[config.mk]
export PLATFORM = sky130hd
export DESIGN_NAME = execute_mem_uncached_ctrl
export DESIGN_NICKNAME = d
export VERILOG_FILES = /design/src/rtl/execute_mem_uncached_ctrl_pkg.sv /design/src/rtl/execute_mem_uc_lane.sv /design/src/rtl/execute_mem_uncached_ctrl.sv
export SDC_FILE = /design/constraint.sdc
export NUM_CORES = 1
export LEC_CHECK = 0
export CAP_MARGIN = 20
export CORE_MARGIN = 5
export CORE_UTILIZATION = 43
export DETAILED_ROUTE_END_ITERATION = 10
export MAX_ROUTING_LAYER = met4
export PLACE_DENSITY = 0.9
export SLEW_MARGIN = 20
export SYNTH_ARGS = -nofsm -noshare
export SYNTH_HDL_FRONTEND = slang
export SYNTH_SLANG_ARGS = --single-unit
[constraint.sdc]
create_clock -name clk -period 2.7 [get_ports clk]
set_clock_uncertainty 0.15 [all_clocks]
set_input_delay 0.675 -clock clk [delete_from_list [all_inputs] [get_ports clk]]
set_output_delay 0.675 -clock clk [all_outputs]
set_load 0.05 [all_outputs]
[src/rtl/execute_mem_uncached_ctrl_pkg.sv]
// execute_mem_uncached_ctrl_pkg: shared state encoding, default widths and lane strobes
package execute_mem_uncached_ctrl_pkg;
    localparam int ROB_W_DEF = 4;
    localparam int FID_W_DEF = 8;
    localparam logic [3:0] STRB_NONE = 4'h0;
    localparam logic [3:0] STRB_WORD = 4'hF;
    localparam logic [3:0] STRB_BYTE0 = 4'h1;

    typedef enum logic [1:0] {
        S_IDLE = 2'd0,
        S_REQ  = 2'd1,
        S_RESP = 2'd2,
        S_ERR  = 2'd3
    } uc_state_t;
endpackage

[src/rtl/execute_mem_uc_lane.sv]
// execute_mem_uc_lane: maps byte/word accesses onto bus byte lanes
module execute_mem_uc_lane
    import execute_mem_uncached_ctrl_pkg::*;
(
    input  logic [1:0]  addr,
    input  logic        byte_en,
    input  logic        store,
    input  logic [31:0] store_data,
    input  logic [31:0] rdata,
    output logic [3:0]  wstrb,
    output logic [31:0] wdata,
    output logic [31:0] load_data
);
    always_comb begin
        wstrb     = ~store ? STRB_NONE : (byte_en ? (STRB_BYTE0 << addr) : STRB_WORD);
        wdata     = byte_en ? {4{store_data[7:0]}} : store_data;
        load_data = byte_en ? {24'b0, rdata[{addr, 3'b000} +: 8]} : rdata;
    end
endmodule

[src/rtl/execute_mem_uncached_ctrl.sv]
// execute_mem_uncached_ctrl: sequences one uncached load/store at a time onto a req/ack bus
// and returns a single-cycle commit; flushes kill the commit but never abort a bus transfer.
module execute_mem_uncached_ctrl
    import execute_mem_uncached_ctrl_pkg::*;
#(
    parameter int ROB_W = ROB_W_DEF,
    parameter int FID_W = FID_W_DEF
) (
    input  logic             clk,
    input  logic             resetn,
    input  logic             i_valid,
    input  logic [ROB_W-1:0] i_dst_rob,
    input  logic [FID_W-1:0] i_fid,
    input  logic             i_s_byte,
    input  logic             i_s_store,
    input  logic             i_s_load,
    input  logic [31:0]      i_p_addr,
    input  logic             i_p_uncached,
    input  logic [31:0]      i_store_data,
    input  logic             i_flush,
    output logic             o_ready,
    output logic             o_bus_req,
    output logic             o_bus_we,
    output logic [31:0]      o_bus_addr,
    output logic [3:0]       o_bus_wstrb,
    output logic [31:0]      o_bus_wdata,
    input  logic             i_bus_ack,
    input  logic [31:0]      i_bus_rdata,
    output logic             o_cmt_valid,
    output logic [ROB_W-1:0] o_cmt_dst_rob,
    output logic [FID_W-1:0] o_cmt_fid,
    output logic [31:0]      o_cmt_data,
    output logic             o_cmt_err
);
    uc_state_t state, state_d;
    logic kill, kill_d;
    logic [ROB_W-1:0] rob_q;
    logic [FID_W-1:0] fid_q;
    logic [31:0] addr_q, data_q, rdata_q;
    logic byte_q, store_q;
    logic accept, misaligned;
    logic [3:0] lane_wstrb;
    logic [31:0] lane_wdata, lane_load;

    assign accept = (state == S_IDLE) & i_valid & i_p_uncached & (i_s_load | i_s_store) & ~i_flush;
    assign misaligned = ~i_s_byte & (i_p_addr[1:0] != 2'b00);

    always_comb begin
        state_d = state;
        kill_d = kill;
        case (state)
            S_IDLE: state_d = accept ? (misaligned ? S_ERR : S_REQ) : S_IDLE;
            S_REQ: begin
                kill_d = kill | i_flush;
                state_d = i_bus_ack ? ((kill | i_flush) ? S_IDLE : S_RESP) : S_REQ;
            end
            default: state_d = S_IDLE;
        endcase
        if (state_d == S_IDLE) kill_d = 1'b0;
    end

    always_ff @(posedge clk) begin
        if (!resetn) begin
            state <= S_IDLE;
            kill <= 1'b0;
            rob_q <= '0;
            fid_q <= '0;
            addr_q <= '0;
            data_q <= '0;
            rdata_q <= '0;
            byte_q <= 1'b0;
            store_q <= 1'b0;
        end else begin
            state <= state_d;
            kill <= kill_d;
            if (accept) begin
                rob_q <= i_dst_rob;
                fid_q <= i_fid;
                addr_q <= i_p_addr;
                data_q <= i_store_data;
                byte_q <= i_s_byte;
                store_q <= i_s_store;
            end
            if (state == S_REQ && i_bus_ack) rdata_q <= lane_load;
        end
    end

    execute_mem_uc_lane u_lane (
        .addr       (addr_q[1:0]),
        .byte_en    (byte_q),
        .store      (store_q),
        .store_data (data_q),
        .rdata      (i_bus_rdata),
        .wstrb      (lane_wstrb),
        .wdata      (lane_wdata),
        .load_data  (lane_load)
    );

    // A flush arriving in the commit cycle itself still suppresses the commit
    always_comb begin
        o_ready = state == S_IDLE;
        o_bus_req = state == S_REQ;
        o_bus_we = o_bus_req & store_q;
        o_bus_addr = o_bus_req ? {addr_q[31:2], 2'b00} : 32'h0;
        o_bus_wstrb = o_bus_req ? lane_wstrb : STRB_NONE;
        o_bus_wdata = o_bus_we ? lane_wdata : 32'h0;
        o_cmt_valid = (state == S_RESP || state == S_ERR) & ~kill & ~i_flush;
        o_cmt_err = o_cmt_valid & (state == S_ERR);
        o_cmt_dst_rob = o_cmt_valid ? rob_q : '0;
        o_cmt_fid = o_cmt_valid ? fid_q : '0;
        o_cmt_data = (o_cmt_valid && state == S_RESP && !store_q) ? rdata_q : 32'h0;
    end
endmodule

[Word level (Yosys, flattened, before mapping)]
Index checks and enable logic that the tools add are counted.
Widths: inputs -> output; s select.
Word-level totals
  flip-flop bits (word level): 113
  input port bits: 117
  output and inout port bits: 117
  logic and storage cells: 53
Cells by class
  equal/unequal tests: 3
  shifts and indexed selects: 2
  mux-type cells: 15
  bitwise logic cells: 15
  reduce and logical (&&, ||, !) cells: 9
Operators with widths (number)
  $mux 32: 5
  $shiftx 32x6->8: 1
  $mux 4: 4
  $and 1x1->1: 9
  $mux 2: 4
  $mux 8: 1
  $eq 2x2->1 const B: 2
  $logic_not 2->1: 2
  $not 1->1: 4
  $pmux 2 s2: 1
  $shl 1x2->4 const A: 1
  $logic_and 1x1->1: 3
  $eq 2x1->1 const B: 1
  $or 1x1->1: 2
  $reduce_bool 2->1: 1
  $reduce_or 2->1: 1
  $logic_not 1->1: 1
  $logic_or 1x1->1: 1

[Logic depth before layout (Yosys ltp)]
  depth in word-level cells: 9
  gate-level depth with buffers: 7
  gate-level depth less buffers: 4

[By module]
From an unflattened synthesis, not the netlist that was laid out.
Second synthesis, totals
  cells, all modules: 773
  area, all modules: 5766.8 sq um
Modules (own cells, without submodules)
  execute_mem_uncached_ctrl: times used 1, cells each 633, area an instance 4976.0 sq um, sequential area each 2262.2 sq um
  execute_mem_uc_lane: times used 1, cells each 140, area an instance 790.8 sq um, sequential area each 0.0 sq um

[Worst setup path after synthesis]
OpenSTA, ideal clock, no wires.
  path type: input to output
  start: input i_flush
  end: output o_cmt_data[10]
  arrival time: 2.406 ns
  data required time: 1.875 ns
  slack: -0.531 ns
  cell stages on the path: 5
  path buffers: 1
  cell sequence: nor2_1 > and2_1 > nor3b_1 > clkbuf_1 > and2_1
On the way
  cells in the longest elaborated chain, start to end: 5
Ends and longest elaborated chain
  start: declaration: RTL line execute_mem_uncached_ctrl.sv:20  | input logic i_flush,
  $not 1->1: RTL line execute_mem_uncached_ctrl.sv:107  | o_cmt_valid = (state == S_RESP || state == S_ERR) & ~kill & ~i_flush;
  $and 1x1->1: RTL line execute_mem_uncached_ctrl.sv:107
  named net o_cmt_valid: RTL line execute_mem_uncached_ctrl.sv:29  | output logic o_cmt_valid,
  $logic_and 1x1->1 (2 in a row): RTL line execute_mem_uncached_ctrl.sv:111  | o_cmt_data = (o_cmt_valid && state == S_RESP && !store_q) ? rdata_q : 32'h0;
  $mux 32: RTL line execute_mem_uncached_ctrl.sv:111
  end: declaration: RTL line execute_mem_uncached_ctrl.sv:32  | output logic [31:0] o_cmt_data,
The timed path passes the listed nets, and every way through them passes these cells.

[Worst setup path in the final report]
  start: input i_flush
  end: output o_cmt_data[8]
On the way
  cells in the longest elaborated chain, start to end: 5
Ends and longest elaborated chain (RTL line)
  $not 1->1: execute_mem_uncached_ctrl.sv:107
  $and 1x1->1: execute_mem_uncached_ctrl.sv:107
  $logic_and 1x1->1 (2 in a row): execute_mem_uncached_ctrl.sv:111
  $mux 32: execute_mem_uncached_ctrl.sv:111
No other way between the ends.

==> reports/metrics.cfg <==
[min_path]
min_from=data_q[17]$_SDFFE_PN0N_
whs_endpoint=data_q[17]$_SDFFE_PN0N_
whs_path_depth=2
worstHoldPathType=flop to flop

[yosys]
synth_top_area_share_pct=41.3
async_flop_share_pct=0
synthTopCellsByArea=dfxtp_1 41%, nand2_1 13%, a21boi_0 11%, and2_1 7.3%, nand3b_1 3.3%
synth_cell_types=31
ys_ff_latch=113
avgSynthCellArea_um2=7.95
synth_seq_area_share_pct=41.3
syn_area_mm2=0.00548
synth_ff_type=dfxtp_1
synth.yosys.warnings=0
syn_inst=690
synth_edf_count=0
yosys.area.top_type=dfxtp_1

[global_routing]
track_usage_pct=27.7
grt_pass1_vias=5954
grt_pass1_wl_mm=31.3
grt_max_degree=43
antenna_found_initial=0
grt_remaining_overflow=0

[critical_path]
cp_max_fo=8
slowest_stage=nor3b_4
crit_chain=buf_6 > nor2_4 > and2_4 > nor3b_4 > buf_6 > buf_12 > buf_16 > and2_4 > buf_12
end_kind=primary output
crit_required_ns=1.88
rrSetupSlack_ns=0.60
cp.arrival_ns=1.90
timing.rr.end=rdata_q[14]$_SDFFE_PN0P_
start_kind=input port
rr_worst_depth=6
path_class=input port to primary output
critPathMaxStageDelay_ns=0.18
r2r_start=state[0]$_SDFF_PN0_

[power]
clkPwrFrac_pct=48.6
ir_drop_uv=345
combPwrFrac_pct=10.2
power.total_mw=4.22
sw_frac_of_total_pct=23.5
switchingPower_mw=0.993
p_per_area_mw_per_mm2=423
p_seq_share_pct=41.2
p_leak_nw=3.67
p_int_mw=3.23

[placement]
gp_congestion=0.916
pre_cts_ws_ns=-0.346
place_inst=1057
io_buffers=231
post-dp-hpwl_mm=14.1

[cells_and_area]
area_growth_pct=82.2
fillCellCount=742
final_cell_count_no_fill=1100
nets=1032
final_core_utilization_pct=79.5
drive_above_1_share_pct=26.9
n_antenna_cell=0

[die]
die_w_um=123
start_util_pct=43.6
dieHeight_um=123
ios=234
placementRows=41
die_area_mm2=0.0151
core_region_area_mm2=0.0126

[drt]
drt_iter0_drc=554
via_per_inst=5.34
vias=5874
drc_errors=0
drt-wirelength-per-cell_um=19.1
ant_nets=0
drt_first_pass_iters=5
postRouteWirelength_mm=21.0

[run]
maxCapViolations=0

[timing]
slew_violations=0
rsz0062_at_grt=true
maxSlewHeadroom_pct=65.0
tns_ns=-0.201
hold_viol=0
finalWorstSetupSlack_ns=-0.0281
setup_viol_count_final=11
worst_pin_slew_ns=0.524
max_freq_ghz=0.367
fin_crit_ns=2.73
fin_crit_sh_pct=101

[clock_tree]
clockBufferDepth=2
clkTransAtPathRegs_ns=0.05
cts.sinks=113
cts_tree=yes
clock_latency_ns=0.41
cts-root-buf=clkbuf_16
cts_buffers=17
htree_levels=4

[status]
status=complete, but fails checks
violations=setup timing

-- worst max-delay path, delay by kind of cell --
family,cells,cell delay [ns]
AND/OR/NAND/NOR,4,0.57
buffers and inverters,5,0.65
-- synth_stat cells, types with 2 or more instances --
| cell type | instances |
|---|---|
| a21boi_0 | 82 |
| a21boi_1 | 20 |
| a21oi_1 | 28 |
| a221oi_1 | 8 |
| a22o_1 | 8 |
| and2_1 | 64 |
| and3_1 | 22 |
| buf_2 | 11 |
| buf_4 | 2 |
| buf_6 | 4 |
| clkbuf_1 | 43 |
| dfxtp_1 | 113 |
| inv_1 | 3 |
| mux2_2 | 8 |
| nand2_1 | 192 |
| nand2b_1 | 26 |
| nand3b_1 | 24 |
| nor2_1 | 11 |
| nor2b_1 | 2 |
| o21ai_0 | 8 |
-- how the worst max path moves through the flow --
stage                     cells past startpoint              to              start
after floorplan                               5  o_cmt_data[10]            i_flush
final                                         9   o_cmt_data[8]            i_flush
after global placement                        7   o_cmt_data[0]            i_flush
after detailed placement                      7  o_cmt_data[31]            i_flush
after global routing                          8  o_cmt_data[16]  kill$_SDFFE_PP0P_
after CTS                                     9  o_cmt_data[16]            i_flush
-- kinds of logic (layout without fill, tap and decap cells) --
logic type,after synthesis,after routing,synth area share (%)
muxes,8,8,1.64
DFF,113,113,41.3
and+or+nand+nor,346,346,31.2
other,1,2,0.0684
AOI/OAI and AO/OA,158,158,20.5
buffers and inverters,64,301,5.32
-- state kept, by name (all words and copies together) (netlist names) --
| register | cells |
|---|---|
| rdata_q | 32 |
| rob_q | 4 |
| store_q | 1 |
| kill | 1 |
| state | 2 |
| byte_q | 1 |
| addr_q | 32 |
| data_q | 32 |
| fid_q | 8 |
-- metrics by stage --
stage | cell area (um2) | hold slack, ns
final | 9990 | 0.303
after global routing | 9990 | 0.323
after CTS | 9930 | 0.304
after detailed placement | 9200 | 0.297
after global placement | 9200 | 0.291
after floorplan | 5580 | 0.286
-- final cells by class --
class / instances / area [um2] / area share, %
tap: 172 / 215 / 2.15
clock buffer: 20 / 447 / 4.47
inverter: 3 / 11.3 / 0.113
clock inverter: 12 / 92.6 / 0.927
timing repair buffer: 266 / 3840 / 38.5
multi-input combinational: 514 / 3110 / 31.2
sequential: 113 / 2270 / 22.7
-- power by group through the flow --
stage | Sequential, mW | Clock [mW] | Combinational (mW)
after floorplan | 1.76 | 0 | 0.176
after global placement | 1.77 | 0 | 0.400
after detailed placement | 1.77 | 0 | 0.409
after CTS | 1.74 | 2.08 | 0.425
after global routing | 1.74 | 2.16 | 0.456
final | 1.74 | 2.06 | 0.430
-- cell usage in the layout (no fill, tap or decap), types with 3 or more instances in the layout --
cell / instances
a21boi_0: 82
a21boi_1: 20
a21oi_1: 24
a21oi_2: 4
a221oi_1: 8
a22o_1: 8
and2_1: 31
and2_4: 33
and3_1: 10
and3_4: 12
buf_12: 121
buf_4: 26
clkbuf_16: 17
clkdlybuf4s50_1: 114
clkinv_2: 8
clkinvlp_4: 3
dfxtp_1: 110
inv_1: 3
mux2_2: 8
nand2_1: 192
nand2b_1: 26
nand3b_1: 24
nor2_1: 10
o21ai_0: 8
-- what timing repair did --
| item | 4_1_cts | 5_1_grt |
|---|---|---|
| pin swaps | 6 | 6 |
| gates resized for setup | 14 | 18 |
| hold buffers | 0 | 0 |
| setup endpoints to repair | 33 | 59 |
| buffers inserted | 9 | 1 |
| gates cloned | 3 | 0 |
-- per-layer routing --
metal | vias to the layer above | GRT usage [%] | routed length, um
li1 | 2728 | - | -
met5 | - | - | 0
met2 | 242 | 47.4 | 11000
met1 | 2846 | 29.9 | 7840
met4 | 0 | 13.9 | 877
met3 | 58 | 6.77 | 1300
Note: power is estimated with default switching activity, not from simulation.
